[config.mk]
export PLATFORM = sky130hd
export DESIGN_NAME = rr_priority_arbiter_flat
export DESIGN_NICKNAME = d
export VERILOG_FILES = /design/src/rtl/rr_priority_arbiter_pkg.sv /design/src/rtl/rr_priority_arbiter_if.sv /design/src/rtl/rr_priority_arbiter_pick.sv /design/src/rtl/rr_priority_arbiter.sv /design/src/flat_wrapper.sv
export SDC_FILE = /design/constraint.sdc
export NUM_CORES = 1
export LEC_CHECK = 0
export CAP_MARGIN = 20
export CORE_UTILIZATION = 40
export DETAILED_ROUTE_END_ITERATION = 16
export GPL_TIMING_DRIVEN = 0
export SETUP_SLACK_MARGIN = 0.15
export SYNTH_ARGS = -nofsm -noshare
export SYNTH_HDL_FRONTEND = slang
export SYNTH_SLANG_ARGS = --single-unit
[constraint.sdc]
create_clock -name clk -period 6 [get_ports clk]
set_input_delay 0.6 -clock clk [delete_from_list [all_inputs] [get_ports clk]]
set_output_delay 0.6 -clock clk [all_outputs]
set_load 0.03 [all_outputs]
[src/rtl/rr_priority_arbiter_pkg.sv]
// Purpose: shared types, sizes and helpers for the 8-requester arbiter.
// Latency: none (declarations only).
// Backpressure: not applicable.
package arb_pkg;

  localparam int N_REQ = 8;
  localparam int IDX_W = 3;

  typedef enum logic {
    IDLE = 1'b0,
    BUSY = 1'b1
  } state_t;

  // Expand a binary requester index into its one-hot grant vector.
  function automatic logic [N_REQ-1:0] onehot_from_idx(input logic [IDX_W-1:0] idx);
    return N_REQ'(1) << idx;
  endfunction

endpackage

[src/rtl/rr_priority_arbiter_if.sv]
// Purpose: request/grant bundle between requesters and the arbiter.
// Latency: none (wiring only).
// Backpressure: the grant itself is the flow control; requesters wait for it.
interface rr_priority_arbiter_if
  import arb_pkg::*;
  ();

  logic [N_REQ-1:0] req;
  logic             release_i;
  logic             mode;
  logic [N_REQ-1:0] grant;
  logic [IDX_W-1:0] grant_idx;
  logic             grant_valid;
  logic             timeout_pulse;

  // Requester side drives requests and observes the grant.
  modport master (
    output req, release_i, mode,
    input  grant, grant_idx, grant_valid, timeout_pulse
  );

  // Arbiter side observes requests and drives the grant.
  modport slave (
    input  req, release_i, mode,
    output grant, grant_idx, grant_valid, timeout_pulse
  );

endinterface

[src/rtl/rr_priority_arbiter_pick.sv]
// Purpose: combinational masked picker, fixed (highest index) or round-robin from start.
// Latency: combinational.
// Backpressure: none; found=0 when no unmasked request exists.
module rr_pick
  import arb_pkg::*;
(
  input  logic [N_REQ-1:0] req,
  input  logic [N_REQ-1:0] mask,
  input  logic [IDX_W-1:0] start,
  input  logic             mode,
  output logic [IDX_W-1:0] idx,
  output logic             found
);

  logic [N_REQ-1:0] eff;
  logic [IDX_W-1:0] pos;

  assign eff = req & ~mask;

  // Later loop iterations overwrite earlier ones, so the loop order sets priority:
  // ascending for fixed (highest index wins), descending offset for round-robin
  // (smallest distance from start wins).
  always_comb begin
    idx   = '0;
    found = 1'b0;
    pos   = '0;
    if (!mode) begin
      for (int i = 0; i < N_REQ; i++) begin
        if (eff[i]) begin
          idx   = IDX_W'(i);
          found = 1'b1;
        end
      end
    end else begin
      for (int k = N_REQ - 1; k >= 0; k--) begin
        pos = start + IDX_W'(k);
        if (eff[pos]) begin
          idx   = pos;
          found = 1'b1;
        end
      end
    end
  end

endmodule

[src/rtl/rr_priority_arbiter.sv]
// Purpose: 8-way arbiter holding a registered one-hot grant until release, drop or hold limit.
// Latency: one cycle from request to grant; back-to-back handover with no idle bubble.
// Backpressure: requesters hold req until granted; a timed-out sole owner sees one idle cycle.
module rr_priority_arbiter
  import arb_pkg::*;
#(
  parameter int MAX_HOLD = 16,
  parameter int CNT_W    = 5
) (
  input  logic                 clk,
  input  logic                 rst_n,
  rr_priority_arbiter_if.slave bus
);

  state_t           state, nxt_state;
  logic [N_REQ-1:0] grant_q, nxt_grant;
  logic [IDX_W-1:0] idx_q, nxt_idx;
  logic [IDX_W-1:0] rr_ptr, nxt_ptr;
  logic [CNT_W-1:0] hold_cnt, nxt_hold;
  logic             tmo_q, nxt_tmo;
  logic             valid_q;

  logic [N_REQ-1:0] pick_mask;
  logic [IDX_W-1:0] pick_idx;
  logic             pick_found;
  logic             owner_req;
  logic             at_limit;
  logic             do_grant;
  logic             go_idle;
  logic [IDX_W-1:0] win;

  // The current owner is excluded from re-arbitration so others get a turn.
  assign pick_mask = (state == BUSY) ? onehot_from_idx(idx_q) : '0;
  assign owner_req = bus.req[idx_q];
  assign at_limit  = (hold_cnt == CNT_W'(MAX_HOLD - 1));

  rr_pick u_pick (
    .req   (bus.req),
    .mask  (pick_mask),
    .start (rr_ptr),
    .mode  (bus.mode),
    .idx   (pick_idx),
    .found (pick_found)
  );

  // Next-state logic: release and dropped request take precedence over the hold limit.
  always_comb begin
    nxt_state = state;
    nxt_grant = grant_q;
    nxt_idx   = idx_q;
    nxt_hold  = hold_cnt;
    nxt_ptr   = rr_ptr;
    nxt_tmo   = 1'b0;
    do_grant  = 1'b0;
    go_idle   = 1'b0;
    win       = pick_idx;
    case (state)
      IDLE: begin
        if (pick_found) do_grant = 1'b1;
      end
      BUSY: begin
        if (bus.release_i || !owner_req) begin
          if (pick_found) begin
            do_grant = 1'b1;
          end else if (owner_req) begin
            do_grant = 1'b1;
            win      = idx_q;
          end else begin
            go_idle = 1'b1;
          end
        end else if (at_limit) begin
          nxt_tmo = 1'b1;
          if (pick_found) do_grant = 1'b1;
          else            go_idle  = 1'b1;
        end else begin
          nxt_hold = hold_cnt + CNT_W'(1);
        end
      end
      default: go_idle = 1'b1;
    endcase
    if (do_grant) begin
      nxt_state = BUSY;
      nxt_grant = onehot_from_idx(win);
      nxt_idx   = win;
      nxt_hold  = '0;
      nxt_ptr   = win + IDX_W'(1);
    end else if (go_idle) begin
      nxt_state = IDLE;
      nxt_grant = '0;
      nxt_hold  = '0;
    end
  end

  // State and output registers; grant_idx is kept while idle.
  always_ff @(posedge clk or negedge rst_n) begin
    if (!rst_n) begin
      state    <= IDLE;
      grant_q  <= '0;
      idx_q    <= '0;
      rr_ptr   <= '0;
      hold_cnt <= '0;
      tmo_q    <= 1'b0;
      valid_q  <= 1'b0;
    end else begin
      state    <= nxt_state;
      grant_q  <= nxt_grant;
      idx_q    <= nxt_idx;
      rr_ptr   <= nxt_ptr;
      hold_cnt <= nxt_hold;
      tmo_q    <= nxt_tmo;
      valid_q  <= |nxt_grant;
    end
  end

  assign bus.grant         = grant_q;
  assign bus.grant_idx     = idx_q;
  assign bus.grant_valid   = valid_q;
  assign bus.timeout_pulse = tmo_q;

endmodule

[src/flat_wrapper.sv]
// flat-port wrapper written by rule: the top's interface ports become plain ports
module rr_priority_arbiter_flat import arb_pkg::*;
#(
  parameter int MAX_HOLD = 16,
  parameter int CNT_W    = 5
)
  (clk, rst_n, bus_req, bus_release_i, bus_mode, bus_grant, bus_grant_idx, bus_grant_valid, bus_timeout_pulse);
  rr_priority_arbiter_if bus_i ();
  input  logic clk;
  input  logic rst_n;
  input wire logic [$bits(bus_i.req)-1:0] bus_req;
  input wire logic [$bits(bus_i.release_i)-1:0] bus_release_i;
  input wire logic [$bits(bus_i.mode)-1:0] bus_mode;
  output wire logic [$bits(bus_i.grant)-1:0] bus_grant;
  output wire logic [$bits(bus_i.grant_idx)-1:0] bus_grant_idx;
  output wire logic [$bits(bus_i.grant_valid)-1:0] bus_grant_valid;
  output wire logic [$bits(bus_i.timeout_pulse)-1:0] bus_timeout_pulse;
  assign bus_i.req = bus_req;
  assign bus_i.release_i = bus_release_i;
  assign bus_i.mode = bus_mode;
  assign bus_grant = bus_i.grant;
  assign bus_grant_idx = bus_i.grant_idx;
  assign bus_grant_valid = bus_i.grant_valid;
  assign bus_timeout_pulse = bus_i.timeout_pulse;
  rr_priority_arbiter #(.MAX_HOLD(MAX_HOLD), .CNT_W(CNT_W)) u_core (.clk(clk), .rst_n(rst_n), .bus(bus_i));
endmodule
==> impl_metrics.py, run 1 <==
metrics = {
    "logic_synthesis": {
        "postSynthCellCount": 325,
        "async_flop_share_pct": 100.0,
        "ys_warn_count": 0,
        "ys_seq_elements": 22,
        "synth_cell_types": 79,
        "synth_area_leaders": "dfrtp_1 (20%), mux4_2 (7.5%), nand2_1 (5.6%), nor2_1 (4.7%), ha_1 (4.2%)",
        "synth_area_um2": 2695,
        "synth_area_leader_cell": "dfrtp_1",
        "netlist.area_leader.share_pct": 20.43,
        "synthesis.nets": 346,
        "synthFlopType": "dfrtp_1",
        "synth_edf_count": 0,
        "syn-mean-instance-area_um2": 8.293,
        "yosysSeqAreaShare_pct": 20.43,
    },
    "pwr": {
        "comb_power_share_pct": 82.0,
        "switching_share_pct": 52.66,
        "switchingPower_mw": 1.117,
        "clkPwrFrac_pct": 6.5,
        "p_int_mw": 1.004,
        "pwr-share-seq_pct": 11.5,
        "ir_drop_mv": 0.2462,
        "p_per_area_nw_per_um2": 679.0,
        "leakagePower_nw": 1.261,
    },
    "finish": {
        "syn2layout_area_growth_pct": 15.92,
        "mostFrequentLayoutCells": "nand2_1 (40), nor2_1 (34), clkdlybuf4s50_1 (24), dfrtp_1 (22), inv_1 (15)",
        "final_common_cell": "nand2_1",
        "instances_no_fill": 431,
        "num_antenna_cells": 0,
        "nets": 376,
        "drive_gt1_share_pct": 12.43,
    },
    "clock_network": {
        "cts_tree": "built",
        "cts_setup_buffers": 0,
        "clock-root-buffer": "clkbuf_8",
        "clock_latency_ns": 0.26,
        "cts.repair.resized": 0,
        "clockBufferDepth": 2,
        "cts_max_level": 1,
        "clock_sinks": 22,
        "holdBufCountCts": 0,
        "path_clk_slew_ns": 0.08,
        "numCtsBuffers": 3,
    },
    "sta": {
        "fin_tns_setup_ns": 0,
        "slew_headroom_pct": 54.14,
        "fin_ws_ns": 0.5273,
        "fmax_mhz": 182.7,
        "rsz0062_at_grt": "false",
        "worst_pin_slew_ns": 0.6838,
        "setup_viol": 0,
        "finalMaxSlewViolations": 0,
        "hold_violations": 0,
        "period_needed_ns": 5.473,
        "finalCritPeriodShare_pct": 91.21,
        "fin_skew_ns": 0.005856,
    },
    "floorplan": {
        "die_w_um": 84.09,
        "rows": 29,
        "initial_core_util_pct": 41.96,
        "fp.dieH_um": 84.09,
        "die_area_um2": 7070,
        "coreArea_um2": 6422,
        "io_pins": 25,
    },
    "run": {
        "drv_cap": 0,
    },
    "outcome": {
        "outcome": "completed",
    },
    "placement": {
        "gp_congestion": 0.9483,
        "dp_slack_ns": 0.4614,
        "numPortBuffers": 24,
        "dp_cells": 426,
        "dp_hpwl_um": 6585,
    },
    "critical_path": {
        "cp-end-kind": "flip-flop",
        "cp-start-kind": "flip-flop",
        "critical_path.cell_chain": "clkbuf_2, inv_1, clkbuf_1, ha_1, buf_2, o32ai_1, mux4_2, nand4_1, o211ai_1, or4bb_1, a32o_1, and2_1, ha_1, or4_1, a2111oi_1, nor2_2",
        "path_class": "reg -> reg",
        "crit_path_max_incr_delay_ns": 0.60,
        "crit_fanout": 10,
        "arrival_ns": 5.62,
        "critPathMostFrequentCell": "ha_1",
        "crit_slowest_cell": "o32ai_1",
        "crit_required_ns": 6.14,
    },
    "drt": {
        "firstDrtPassIters": 5,
        "drtAntennaViolNets": 0,
        "first_iter_violations": 353,
        "drt-total-wl_um": 8534,
        "drcViolationCount": 0,
        "vias": 2876,
        "avgViaCountPerCell": 6.673,
        "wire_per_inst_um": 19.80,
    },
    "min_path": {
        "hold_class": "reg -> reg",
    },
    "grt": {
        "antenna_found_initial": 0,
        "first_global_vias": 2646,
        "grt_pass1_wl_um": 13770,
        "grt_max_degree": 23,
        "overflow": 0,
        "grt_usage_pct": 24.34,
    },
}
[cells in the mapped netlist, drive strengths merged (3+ instances only)]
library cell   n
a21oi          7
a221oi         5
a22o          10
a22oi          5
a31oi          3
and2           5
and4b          3
buf           10
clkbuf        10
dfrtp         22
ha             9
inv           15
mux2           3
mux4           9
nand2         40
nand2b         9
nand3          6
nand4          4
nor2          35
nor2b          3
nor3           4
nor4          10
o211ai         3
o21ai         15
o221ai         5
o22a           4
o22ai          9
o32ai          9
[critical path: cells and delay by family, from the launching register on]
kind | cells | cell delay, ns
fa+ha+maj | 2 | 0.63
flops | 1 | 0.38
mux | 1 | 0.36
simple gates | 5 | 1.36
compound gates | 4 | 1.54
buf+inv | 4 | 1.07
[state kept, by name, indices dropped and copies added (netlist names)]
name	count
u_core.bus.grant_idx	3
u_core.bus.timeout_pulse	1
u_core.rr_ptr	3
u_core.state	1
u_core.hold_cnt	5
u_core.bus.grant	8
u_core.bus.grant_valid	1
[cell type report]
type	count	area (um^2)
clock inverter	1	30.03
fill	629	3298
buffer	20	100.1
timing repair buffer	25	251.5
clock buffer	3	41.29
tap	77	96.34
multi-input combinational	268	1998
inverter	15	56.30
sequential	22	550.5
[power by group through the flow]
| stage | sequential [mW] | clock (mW) | combinational [mW] |
|---|---|---|---|
| detailed placement | 0.246 | 0 | 1.68 |
| global route | 0.252 | 0.146 | 1.87 |
| floorplan | 0.283 | 0 | 1.24 |
| CTS | 0.244 | 0.140 | 1.70 |
| global placement | 0.246 | 0 | 1.69 |
| finish | 0.244 | 0.137 | 1.74 |
[cells by family after synthesis]
group,count (synthesis),synth area share (%)
compound gates,98,29.29
flops,22,20.43
xor+xnor,3,0.9751
buf+inv,35,5.756
fa+ha+maj,9,4.178
simple gates,144,29.85
mux,14,9.517
[per-stage QoR]
stage          power, mW  area [um^2]  hold WS, ns  util, %
4_1_cts            2.082         3103       0.4796    48.31
6_report           2.121         3124       0.4734    48.65
5_1_grt            2.273         3124       0.4825    48.65
3_5_place_dp       1.929         3032       0.4601    47.20
2_1_floorplan      1.522         2695       0.3044        -
3_3_place_gp       1.934         3032       0.4591    47.20
[path summary, 6_finish.rpt]
kind	cells past startpoint	slack [ns]	endpoint	startpoint
worst min-delay path	1	0.47	u_core.hold_cnt[3]	u_core.hold_cnt[3]
worst max-delay path	16	0.53	u_core.bus.grant_valid	u_core.rr_ptr[0]
min in group asynchronous	1	0.59	u_core.bus.grant[4]	rst_n
worst max register to register	16	0.53	u_core.bus.grant_valid	u_core.rr_ptr[0]
max in group asynchronous	2	4.96	u_core.state	rst_n
worst min register to register	1	0.47	u_core.hold_cnt[3]	u_core.hold_cnt[3]
[per-layer routing]
layer  share of wire [%]  vias to the layer above  track usage (%)  wire length (um)
met4                 2.2                        0            7.053               192
met1                  47                     1385            36.63              3979
met3                 7.5                       20            3.363               643
met2                  44                      143            35.92              3719
met5                   0                        -                0                 0
li1                    -                     1328                -                 -
Note: power is estimated with default switching activity, not from simulation.
==> run 2: changes to the inputs <==
--- a/config.mk
+++ b/config.mk
@@ -5,7 +5,6 @@
 export SDC_FILE = /design/constraint.sdc
 export NUM_CORES = 1
 export LEC_CHECK = 0
-export CAP_MARGIN = 20
 export CORE_UTILIZATION = 40
 export DETAILED_ROUTE_END_ITERATION = 16
 export GPL_TIMING_DRIVEN = 0
==> impl_metrics.py, run 2 (synthesis results as in run 1) <==
metrics = {
    "floorplan": {
        "die_w_um": 84.09,
        "fp.dieH_um": 84.09,
        "die_area_um2": 7070,
        "initial_core_util_pct": 41.96,
        "coreArea_um2": 6422,
        "rows": 29,
        "io_pins": 25,
    },
    "finish": {
        "nets": 375,
        "largest_reg_flops": 8,
        "drive_gt1_share_pct": 12.18,
        "num_antenna_cells": 0,
        "postLayoutCoreUtil_pct": 48.47,
        "syn2layout_area_growth_pct": 15.51,
        "final_common_cell": "nand2_1",
        "mostFrequentLayoutCells": "nand2_1 (40), nor2_1 (34), clkdlybuf4s50_1 (24), dfrtp_1 (22), inv_1 (15)",
    },
    "critical_path": {
        "path_class": "reg -> reg",
        "crit_required_ns": 6.14,
        "cp-start-kind": "flip-flop",
        "arrival_ns": 5.61,
        "crit_fanout": 10,
        "r2r_slack_ns": 0.54,
        "cp-end-kind": "flip-flop",
    },
    "sta": {
        "hold_violations": 0,
        "worst_pin_slew_ns": 0.9746,
        "finalMaxSlewViolations": 0,
        "setup_viol": 0,
        "finalCritPeriodShare_pct": 91.05,
        "slew_headroom_pct": 34.82,
        "fin_skew_ns": 0.006482,
        "period_needed_ns": 5.463,
        "fin_tns_setup_ns": 0,
        "fmax_mhz": 183.0,
        "rsz0062_at_grt": "false",
    },
    "grt": {
        "grt_max_degree": 23,
        "first_global_vias": 2646,
        "overflow": 0,
        "grt_pass1_wl_um": 13770,
        "grt_usage_pct": 24.34,
        "antenna_found_initial": 0,
    },
    "clock_network": {
        "holdBufCountCts": 0,
        "numCtsBuffers": 3,
        "clock_sinks": 22,
        "clock_latency_ns": 0.26,
        "cts_max_level": 1,
        "cts_setup_buffers": 0,
        "clock-root-buffer": "clkbuf_8",
        "cts_tree": "built",
        "cts.repair.resized": 0,
        "clockBufferDepth": 2,
        "path_clk_slew_ns": 0.08,
    },
    "drt": {
        "drcViolationCount": 0,
        "firstDrtPassIters": 4,
        "first_iter_violations": 311,
        "drtAntennaViolNets": 0,
        "wire_per_inst_um": 19.73,
        "avgViaCountPerCell": 6.574,
        "drt-total-wl_um": 8485,
        "vias": 2827,
    },
    "pwr": {
        "ir_drop_mv": 0.2466,
        "leakagePower_nw": 1.254,
        "p_per_area_nw_per_um2": 680.0,
    },
    "min_path": {
        "hold_class": "reg -> reg",
    },
    "outcome": {
        "outcome": "completed",
    },
    "placement": {
        "dp_hpwl_um": 6585,
        "numPortBuffers": 24,
        "gp_congestion": 0.9483,
    },
    "run": {
        "drv_cap": 0,
    },
}
run 2: final cells by class:
cell class / instances / area, um^2
Fill cell: 628 / 3309
Multi-Input combinational cell: 268 / 1998
Sequential cell: 22 / 550.5
Timing Repair Buffer: 24 / 240.2
Buffer: 20 / 100.1
Tap cell: 77 / 96.34
Inverter: 15 / 56.30
Clock buffer: 3 / 41.29
Clock inverter: 1 / 30.03
run 2: per-stage QoR:
| stage | hold WS [ns] | setup slack, ns | area [um^2] | total power, mW | instances |
|---|---|---|---|---|---|
| 2_1_floorplan | 0.3044 | 1.528 | 2695 | 1.522 | 325 |
| 3_3_place_gp | 0.4591 | 0.5175 | 3032 | 1.934 | 426 |
| 3_5_place_dp | 0.4601 | 0.4614 | 3032 | 1.929 | 426 |
| 4_1_cts | 0.4796 | 0.4373 | 3103 | 2.082 | 430 |
| 5_1_grt | 0.4825 | 0.2076 | 3113 | 2.272 | 430 |
| 6_report | 0.4708 | 0.5370 | 3113 | 2.117 | 430 |
run 2: critical path, stage by stage (launching register included):
cell and delay (ns):
dfrtp_1 0.39, clkbuf_2 0.19, inv_1 0.13, clkbuf_1 0.50, ha_1 0.36, buf_2 0.27, buf_2 0.28, nand2_1 0.11
o221ai_1 0.35, o211ai_1 0.18, nand2_1 0.23, o21bai_1 0.08, a221oi_1 0.38, a32o_1 0.32, nand2_1 0.11, ha_1 0.23
ha_1 0.20, or4_1 0.50, a2111oi_1 0.47, nor2_2 0.07
run 2: path summary, 6_finish.rpt:
path,startpoint,end,depth (start not counted)
min in group asynchronous,rst_n,u_core.bus.grant[4],1
worst max register to register,u_core.rr_ptr[0],u_core.bus.grant_valid,19
worst max-delay path,u_core.rr_ptr[0],u_core.bus.grant_valid,19
max in group asynchronous,rst_n,u_core.bus.grant_idx[1],1
worst min register to register,u_core.hold_cnt[3],u_core.hold_cnt[3],1
worst min-delay path,u_core.hold_cnt[3],u_core.hold_cnt[3],1
run 2: routing by layer:
layer	part of all wire (%)	track usage [%]	vias to the layer above
met4	1.9	7.053	0
met1	46	36.63	1351
met2	44	35.92	125
li1	-	-	1330
met3	8.8	3.363	21
met5	0	0	-
run 2: power breakdown:
part / switching, mW / leakage [nW] / internal, mW
clock: 0.0482 / 0.0357 / 0.0891
combinational: 1.02 / 0.938 / 0.717
sequential: 0.0473 / 0.281 / 0.197
total: 1.11 / 1.25 / 1.00
